File: src/rtl/div32_seq_pkg.sv
// Shared constants, state encoding and sign helpers for the sequential MIPS divider.
package div32_seq_pkg;

    localparam int DIV_STEPS = 32;
    localparam int DIV_CNT_W = 5;
    localparam logic [31:0] DIV_DZ_Q = 32'hFFFF_FFFF;

    typedef enum logic {
        ST_IDLE,
        ST_RUN
    } div_state_e;

    function automatic logic [31:0] div_mag(input logic [31:0] value, input logic as_signed);
        return (as_signed && value[31]) ? (~value + 32'd1) : value;
    endfunction

    function automatic logic [31:0] div_apply_sign(input logic [31:0] mag, input logic neg);
        return neg ? (~mag + 32'd1) : mag;
    endfunction

endpackage

File: src/rtl/div32_step.sv
// One restoring division step: shift in the next dividend bit, trial-subtract the divisor.
module div32_step #(
    parameter int WIDTH = 32
) (
    input  logic [WIDTH-1:0] rem_in,
    input  logic             dvd_bit,
    input  logic [WIDTH-1:0] dvs,
    output logic [WIDTH-1:0] rem_out,
    output logic             qbit
);

    logic [WIDTH:0] rem33;
    logic [WIDTH:0] trial;

    // A clear borrow bit means the shifted remainder covered the divisor.
    always_comb begin
        rem33   = {rem_in, dvd_bit};
        trial   = rem33 - {1'b0, dvs};
        qbit    = ~trial[WIDTH];
        rem_out = qbit ? trial[WIDTH-1:0] : rem33[WIDTH-1:0];
    end

endmodule

File: src/rtl/div32_seq.sv
// Multicycle 32-bit restoring divider for MIPS DIV/DIVU: one quotient bit per cycle,
// abortable by cancel, results held in q/r/dz until the next completion.
module div32_seq
    import div32_seq_pkg::*;
#(
    parameter int WIDTH = 32
) (
    input  logic             clk,
    input  logic             clrn,
    input  logic             start,
    input  logic             is_signed,
    input  logic [WIDTH-1:0] a,
    input  logic [WIDTH-1:0] b,
    input  logic             cancel,
    output logic             busy,
    output logic             ready,
    output logic [WIDTH-1:0] q,
    output logic [WIDTH-1:0] r,
    output logic             dz
);

    div_state_e           state;
    div_state_e           next_state;
    logic [DIV_CNT_W-1:0] count;
    logic [WIDTH-1:0]     dvd;
    logic [WIDTH-1:0]     dvs;
    logic [WIDTH-1:0]     rem;
    logic [WIDTH-1:0]     step_rem;
    logic                 step_qbit;
    logic                 sign_q;
    logic                 sign_r;
    logic                 dz_pend;
    logic                 accept;
    logic                 finish;

    div32_step #(.WIDTH(WIDTH)) u_step (
        .rem_in  (rem),
        .dvd_bit (dvd[WIDTH-1]),
        .dvs     (dvs),
        .rem_out (step_rem),
        .qbit    (step_qbit)
    );

    assign busy = (state == ST_RUN);

    always_ff @(posedge clk or negedge clrn) begin
        if (!clrn) begin
            state <= ST_IDLE;
        end else begin
            state <= next_state;
        end
    end

    // Cancel outranks both a new request and the final step.
    always_comb begin
        next_state = state;
        accept     = 1'b0;
        finish     = 1'b0;
        case (state)
            ST_IDLE: begin
                if (start && !cancel) begin
                    next_state = ST_RUN;
                    accept     = 1'b1;
                end
            end
            ST_RUN: begin
                if (cancel) begin
                    next_state = ST_IDLE;
                end else if (count == DIV_CNT_W'(DIV_STEPS - 1)) begin
                    next_state = ST_IDLE;
                    finish     = 1'b1;
                end
            end
            default: next_state = ST_IDLE;
        endcase
    end

    // The dividend register doubles as the quotient shift register.
    always_ff @(posedge clk or negedge clrn) begin
        if (!clrn) begin
            dvd     <= '0;
            dvs     <= '0;
            rem     <= '0;
            count   <= '0;
            sign_q  <= 1'b0;
            sign_r  <= 1'b0;
            dz_pend <= 1'b0;
        end else if (accept) begin
            dvd     <= div_mag(a, is_signed);
            dvs     <= div_mag(b, is_signed);
            rem     <= '0;
            count   <= '0;
            sign_q  <= is_signed & (a[WIDTH-1] ^ b[WIDTH-1]);
            sign_r  <= is_signed & a[WIDTH-1];
            dz_pend <= (b == '0);
        end else if (cancel) begin
            count <= '0;
        end else if (state == ST_RUN) begin
            rem   <= step_rem;
            dvd   <= {dvd[WIDTH-2:0], step_qbit};
            count <= count + DIV_CNT_W'(1);
        end
    end

    // With b==0 every trial succeeds, so the remainder path rebuilds the raw dividend.
    always_ff @(posedge clk or negedge clrn) begin
        if (!clrn) begin
            ready <= 1'b0;
            q     <= '0;
            r     <= '0;
            dz    <= 1'b0;
        end else begin
            ready <= finish;
            if (finish) begin
                q  <= dz_pend ? DIV_DZ_Q : div_apply_sign({dvd[WIDTH-2:0], step_qbit}, sign_q);
                r  <= div_apply_sign(step_rem, sign_r);
                dz <= dz_pend;
            end
        end
    end

endmodule

File: config.mk
export PLATFORM = sky130hd
export DESIGN_NAME = div32_seq
export DESIGN_NICKNAME = d
export VERILOG_FILES = /design/src/rtl/div32_seq_pkg.sv /design/src/rtl/div32_step.sv /design/src/rtl/div32_seq.sv
export SDC_FILE = /design/constraint.sdc
export NUM_CORES = 1
export LEC_CHECK = 0
export BUFFER_PORTS_ARGS = -buffer_cell sky130_fd_sc_hd__buf_2
export CORE_UTILIZATION = 45
export CTS_BUF_LIST = sky130_fd_sc_hd__clkbuf_4 sky130_fd_sc_hd__clkbuf_8
export DETAILED_ROUTE_END_ITERATION = 10
export GPL_ROUTABILITY_DRIVEN = 0
export GPL_TIMING_DRIVEN = 0
export PLACE_DENSITY = 0.73
export RECOVER_POWER = 100
export REMOVE_ABC_BUFFERS = 1
export SYNTH_ARGS = -nofsm -noshare
export SYNTH_HDL_FRONTEND = slang
export SYNTH_SLANG_ARGS = --single-unit
export TNS_END_PERCENT = 30
File: constraint.sdc
create_clock -name clk -period 4.6 [get_ports clk]
set_input_delay 0 -clock clk [delete_from_list [all_inputs] [get_ports clk]]
set_output_delay 0 -clock clk [all_outputs]
set_load 0.03 [all_outputs]
==> impl_metrics.tcl, run 1 <==
set metrics [dict create \
    dpl_cell_area_mm2 0.0129 \
    routed_wl_um 34700 \
    vias 11509 \
    htreeDepth 4 \
    final_cells 1965 \
    r2r_start "dvd[31]" \
    clockBufferDepth 2 \
    syn_area_mm2 0.0119 \
    synth_edf_count 0 \
    final_antenna_net_count 0 \
    endpoint_kind "flip-flop" \
    r2r_slack_ns 0.14 \
    cts_tree "done" \
    routed.top_layer "met4" \
    final_hold_viol_count 0 \
    ctsRootBufferMaster "clkbuf_8" \
    io_pins 136 \
    r2r-end "r[31]" \
    maxCapViolCount 2 \
    final_common_cell "o21ai_0" \
    synthCells 1437 \
    holdPathEnd "count[0]" \
    maxSlewHeadroom -1.35 \
    slew_violations 169 \
    hold_class "input pin to flip-flop" \
    drt_iter0_drc 1120 \
    synth_top_area_frac 0.360 \
    drcViolationCount 0 \
    die_area_mm2 0.0271 \
    dr.pass1.iters 5 \
    fin_skew_ns 0.0271 \
    dieHeight_um 164 \
    drive_gt1_frac 0.0989 \
    fin_nets 1723 \
    outcome "finished with violations" \
    start_kind "flip-flop" \
    path_clk_slew_ns 0.11 \
    crit_fanout 32 \
    clock-sinks 171 \
    intPower_mw 3.92 \
    synth_cell_types 80 \
    syn_area_per_cell_um2 8.27 \
    core-area_mm2 0.0260 \
    layout_common_cells "180 x o21ai_0, 171 x dfrtp_1, 162 x nand2_1" \
    met1Wirelength_um 15100 \
    leakage_nw 6.04 \
    hold-path-cell-count 3 \
    fmax_mhz 224 \
    grt_remaining_overflow 0 \
    ir_drop_mv 0.225 \
    num_rows 59 \
    rsz0062_at_grt "yes" \
    hp-start "cancel" \
    areaGrowthSynthToFinish_pct 19.4 \
    die_w_um 164 \
    min_period_ns 4.46 \
    tightest_slew_ns 3.52 \
    synth-seq-cells 171 \
    grt_pass1_vias 10911 \
    power_density_mw_per_mm2 533 \
    p_clk_frac 0.157 \
    violations "max-capacitance violations, max-slew violations" \
    routed-wl-met3_um 2260 \
    fin_area_mm2 0.0142 \
    pre_cts_ws_ns -1.57 \
    grt_max_degree 100 \
    port_buffers 135 \
    clk_latency_ns 0.49 \
    synth_warnings 0 \
    start_util 0.457 \
    p_sw_mw 3.63 \
    crit_required_ns 4.96 \
    seq_power_share 0.269 \
    switching_share 0.481 \
    grt_usage 0.262 \
    async_reset_ff_frac 1.00 \
    comb_power_share 0.574 \
    viasPerCell 5.86 \
    reg2reg_depth 16 \
    worst_slack_ns 0.136 \
    ys_seq_area_frac 0.360 \
    setup_viol 0 \
    dp.cells 1839 \
    numCtsBuffers 17 \
    wl_per_cell_um 17.7 \
    dr_wl_met2_um 16300 \
    synthFlopType "dfrtp_1" \
    ys_top_cells_by_area "dfrtp_1 36%, o21ai_0 7.6%, xor2_1 5.2%" \
    crit_type "flip-flop to flip-flop" \
    dpl.hpwl_um 23800 \
    post-route-period-util 0.971 \
    antenna_found_initial 2 \
    synth_top_area_cell "dfrtp_1" \
    grt_pass1_wl_um 56000 \
    cp_data_arrival_time_ns 4.83 \
]
[synth_stat cells (7+ instances only)]
cell type  number
nor3_1         28
o211ai_1        7
dfrtp_1       171
or4_1          19
nand4_1         7
o21ai_0       181
o31ai_1        31
nor2_1        110
nand2b_1        9
o21a_1         10
ha_1           38
buf_2          17
nand2_1       163
a22oi_1        34
o41ai_1        13
a31oi_1         8
inv_1          50
and3_1         11
nand3_1        57
a21oi_1       100
xor2_1         71
and2_1         13
or3_1          15
clkbuf_1       53
nor4_1         14
xnor2_1        67
mux2i_1        26
[state kept, by name (all words and copies together) (netlist names)]
register	cells
busy	1
dvs	32
dz_pend	1
dz	1
dvd	32
sign_r	1
rem	32
sign_q	1
q	32
count	5
ready	1
r	32
[worst max-delay path by stage]
stage / from / endpoint / slack (ns) / cells after the start
final: dvd[31] / r[31] / 0.14 / 16
after global placement: dvd[31] / r[30] / -3.70 / 18
after global routing: rem[6] / r[28] / -0.04 / 18
after detailed placement: dvd[31] / q[30] / -1.57 / 17
after floorplan: dvd[31] / r[28] / -1.48 / 18
after CTS: dvd[31] / r[28] / 0.02 / 20
[kinds of logic (layout without fill, tap and decap cells)]
kind of cell	count (synthesis)	count (layout)	share of synthesized area
simple gates	484	484	0.197
compound gates	451	451	0.235
flops	171	171	0.360
xor+xnor	138	138	0.102
buf+inv	127	318	0.0419
fa+ha+maj	39	39	0.0417
mux	27	27	0.0229
other cells	0	2	0
[critical path, stage by stage, from the launching register on]
cell and delay, ns:
dfrtp_1 0.36, inv_1 0.07, ha_1 0.27, fa_1 0.42, nand2b_1 0.23, a211oi_4 0.31, o21ai_4 0.14, a2111oi_4 0.34
or2_4 0.20, nor2_4 0.04, buf_4 0.23, buf_12 0.20, or3_2 0.42, a221o_2 0.47, o41ai_2 0.35, xnor2_1 0.19
o21ai_1 0.09
[metal layers]
metal | vias to the layer above | GRT usage
met5 | - | 0
met4 | 0 | 0.104
met3 | 76 | 0.0342
met2 | 435 | 0.421
met1 | 5467 | 0.357
li1 | 5531 | -
[power by group through the flow]
| stage | logic, mW | clock network (mW) | registers (mW) |
|---|---|---|---|
| after detailed placement | 3.94 | 0 | 2.05 |
| after CTS | 4.17 | 1.20 | 2.02 |
| final | 4.34 | 1.18 | 2.04 |
| after global placement | 3.83 | 0 | 2.04 |
| after global routing | 4.77 | 1.25 | 2.07 |
| after floorplan | 3.02 | 0 | 1.96 |
[metrics by stage]
step                      total power, mW  hold slack, ns  TNS, ns  utilization
after floorplan                      4.97          -0.296   -48.07            -
after detailed placement             5.98          0.0134   -42.55        0.496
final                                7.55           0.306        0        0.546
after global routing                 8.09           0.335   -0.105        0.546
after global placement               5.87           0.254  -200.61        0.488
after CTS                            7.39          0.0829        0        0.548
[timing repair]
| action | in CTS | in global routing |
|---|---|---|
| gates cloned | 2 | 0 |
| pin swaps | 6 | 2 |
| hold buffers | 79 | 0 |
| buffers inserted | 8 | 3 |
| setup endpoints to repair | 59 | 18 |
| gates resized for setup | 12 | 12 |
| endpoints found under the hold margin | 143 | 0 |
[final cells by class]
cell class / instances / area (um^2)
fillers: 2390 / 11800
multi-input cells: 1139 / 7220
flip-flops and latches: 171 / 4280
repair buffers: 233 / 1590
well taps: 335 / 419
clock buffers: 17 / 234
clock inverters: 15 / 218
inverters: 51 / 195
repair inverters: 2 / 15.0
diodes: 2 / 5.00
(Power assumes the default switching activity.)
==> run 2: changes to the inputs <==
Settings changed: ABC_AREA set to 1, CORE_UTILIZATION 45 to 49, CTS_BUF_LIST sky130_fd_sc_hd__clkbuf_4 sky130_fd_sc_hd__clkbuf_8 to sky130_fd_sc_hd__clkbuf_8, PLACE_DENSITY 0.73 to 0.77.
==> run 2 against run 1 <==
The flow still finishes with violations (max-capacitance violations, max-slew violations). Fmax rose by 4.3%. Cell count increased by 21%. Worst hold slack worse by 0.29 ns. Critical endpoint is now q[28]. Die area fell by 3.0%.
==> impl_metrics.tcl, run 2 <==
set metrics [dict create \
    ys_top_cells_by_area "dfrtp_1 34%, nand2_1 16%, inv_1 8.2%" \
    antenna_found_initial 0 \
    fin_skew_ns 0.0182 \
    synth_common_cells "532 x nand2_1, 275 x inv_1, 171 x dfrtp_1" \
    min_period_ns 4.28 \
    fin_nets 2138 \
    endpoint "q[28]" \
    grt_pass1_wl_um 60300 \
    layout_common_cells "538 x nand2_1, 276 x inv_1, 171 x dfrtp_1" \
    start_kind "flip-flop" \
    diodes 0 \
    holdWs_ns 0.0163 \
    endpoint_kind "flip-flop" \
    synthFlopType "dfrtp_1" \
    post-route-period-util 0.930 \
    port_buffers 135 \
    synth_edf_count 0 \
    power_density_mw_per_mm2 619 \
    fmax_mhz 234 \
    wl_per_cell_um 15.4 \
    synth_cell_types 53 \
    utilization 0.579 \
    cts_tree "done" \
    synth_warnings 0 \
    crit_type "flip-flop to flip-flop" \
    tightest_slew_ns 3.72 \
    core-area_mm2 0.0252 \
    maxSlewHeadroom -1.48 \
    reg2reg_depth 25 \
    final_hold_viol_count 0 \
    numCtsBuffers 17 \
    rsz0062_at_grt "yes" \
    synthCells 1843 \
    num_rows 58 \
    final_common_cell "nand2_1" \
    synth-seq-cells 171 \
    start_util 0.498 \
    r2r_start "dvd[31]" \
    drt_iter0_drc 1286 \
    dieHeight_um 162 \
    slew_violations 177 \
    crit_fanout 30 \
    grt_max_degree 105 \
    final_antenna_net_count 0 \
    path_clk_slew_ns 0.11 \
    viasPerCell 5.40 \
    grt_usage 0.288 \
    drive_gt1_frac 0.0754 \
    ir_drop_mv 0.357 \
    cp_data_arrival_time_ns 4.65 \
    die_area_mm2 0.0262 \
    r2r-end "q[28]" \
    syn_area_mm2 0.0125 \
    clockBufferDepth 2 \
    drcViolationCount 0 \
    outcome "finished with violations" \
    clk_latency_ns 0.49 \
    die_w_um 162 \
    htreeDepth 4 \
    crit_start "dvd[31]" \
    areaGrowthSynthToFinish_pct 16.3 \
    clock-sinks 171 \
    syn_area_per_cell_um2 6.81 \
    vias 12821 \
    setup_viol 0 \
    violations "max-capacitance violations, max-slew violations" \
    cts_setup_buffers 0 \
    synth_top_area_cell "dfrtp_1" \
    ctsRootBufferMaster "clkbuf_8" \
    hold_class "input pin to flip-flop" \
    ys_seq_area_frac 0.341 \
    crit_required_ns 4.97 \
    dr.pass1.iters 6 \
    r2r_slack_ns 0.32 \
    maxCapViolCount 3 \
    async_reset_ff_frac 1.00 \
    dpl.hpwl_um 26600 \
    synth_top_area_frac 0.341 \
    routed_wl_um 36500 \
    leakage_nw 7.65 \
    yosys.cell_count.top_type "nand2_1" \
    grt_pass1_vias 12393 \
    grt_remaining_overflow 0 \
    io_pins 136 \
]
## run 2: through the flow
step	cells	worst slack, ns	cell area [um^2]	setup TNS (ns)	total power [mW]
floorplan	1790	0.462	12300	0	6.42
global placement	2255	-1.81	13400	-72.74	7.67
detailed placement	2260	-0.238	13500	-0.238	7.79
CTS	2373	0.0634	14700	0	8.99
global route	2373	-0.0609	14600	-0.0609	9.89
finish	2373	0.321	14600	0	9.03
## run 2: critical path, stage by stage (launching register included)
cell and delay (ns):
dfrtp_1 0.35, inv_1 0.10, ha_1 0.22, fa_1 0.41
inv_1 0.10, nand2_1 0.05, nand2_1 0.07, nand3_1 0.07
nand2_1 0.17, nand2_1 0.07, nand2_1 0.11, nand2_2 0.12
nand2_4 0.09, nand2_2 0.13, nand2_8 0.24, ha_1 0.23
nand2_1 0.11, nor2_2 0.20, nand2_1 0.13, nor3_2 0.18
nand4_1 0.25, o21ai_2 0.26, o21ai_0 0.15, xor2_1 0.18
o22ai_1 0.12, inv_1 0.06
## run 2: routing by layer
metal / up-vias / track usage / share of wire / routed length, um
li1: 6312 / - / - / -
met1: 5881 / 0.371 / 0.42 / 15400
met2: 527 / 0.472 / 0.46 / 16900
met3: 101 / 0.0439 / 0.067 / 2440
met4: 0 / 0.140 / 0.046 / 1670
met5: - / 0 / 0 / 0
## run 2: repair_timing
action | CTS | global route
endpoints found under the hold margin | 188 | 0
setup endpoints to repair | 2 | 3
pin swaps | 0 | 0
gates resized for setup | 2 | 5
hold buffers | 81 | 0
## run 2: power by group
| group | total, mW | leakage, nW | internal [mW] | switching [mW] |
|---|---|---|---|---|
| clock | 1.09 | 0.207 | 0.415 | 0.672 |
| combinational | 5.90 | 5.18 | 1.93 | 3.97 |
| sequential | 2.05 | 2.26 | 1.76 | 0.282 |
| total | 9.03 | 7.65 | 4.11 | 4.92 |
## run 2: logic make-up after synthesis
kind of cell | after synthesis | synth area share
and+or+nand+nor | 909 | 0.310
buffers and inverters | 338 | 0.105
AOI/OAI and AO/OA | 295 | 0.141
DFF | 171 | 0.341
xor gates and xnor gates | 91 | 0.0635
adders and majority gates | 39 | 0.0395
## run 2: how the worst min path moves through the flow
stage,start,to,depth (start not counted)
2_1_floorplan,clrn,busy,0
3_3_place_gp,b[30],dvs[30],2
3_5_place_dp,clrn,dvs[26],1
4_1_cts,b[1],dvs[1],5
5_1_grt,b[1],dvs[1],5
6_report,b[1],dvs[1],5
## run 2: cell type report
type                    count  area, um^2
fillers                  2374       10600
multi-input cells        1334        6940
flip-flops and latches    171        4280
repair buffers            221        1480
inverters                 285        1070
well taps                 330         413
clock buffers              17         234
clock inverters            15         173
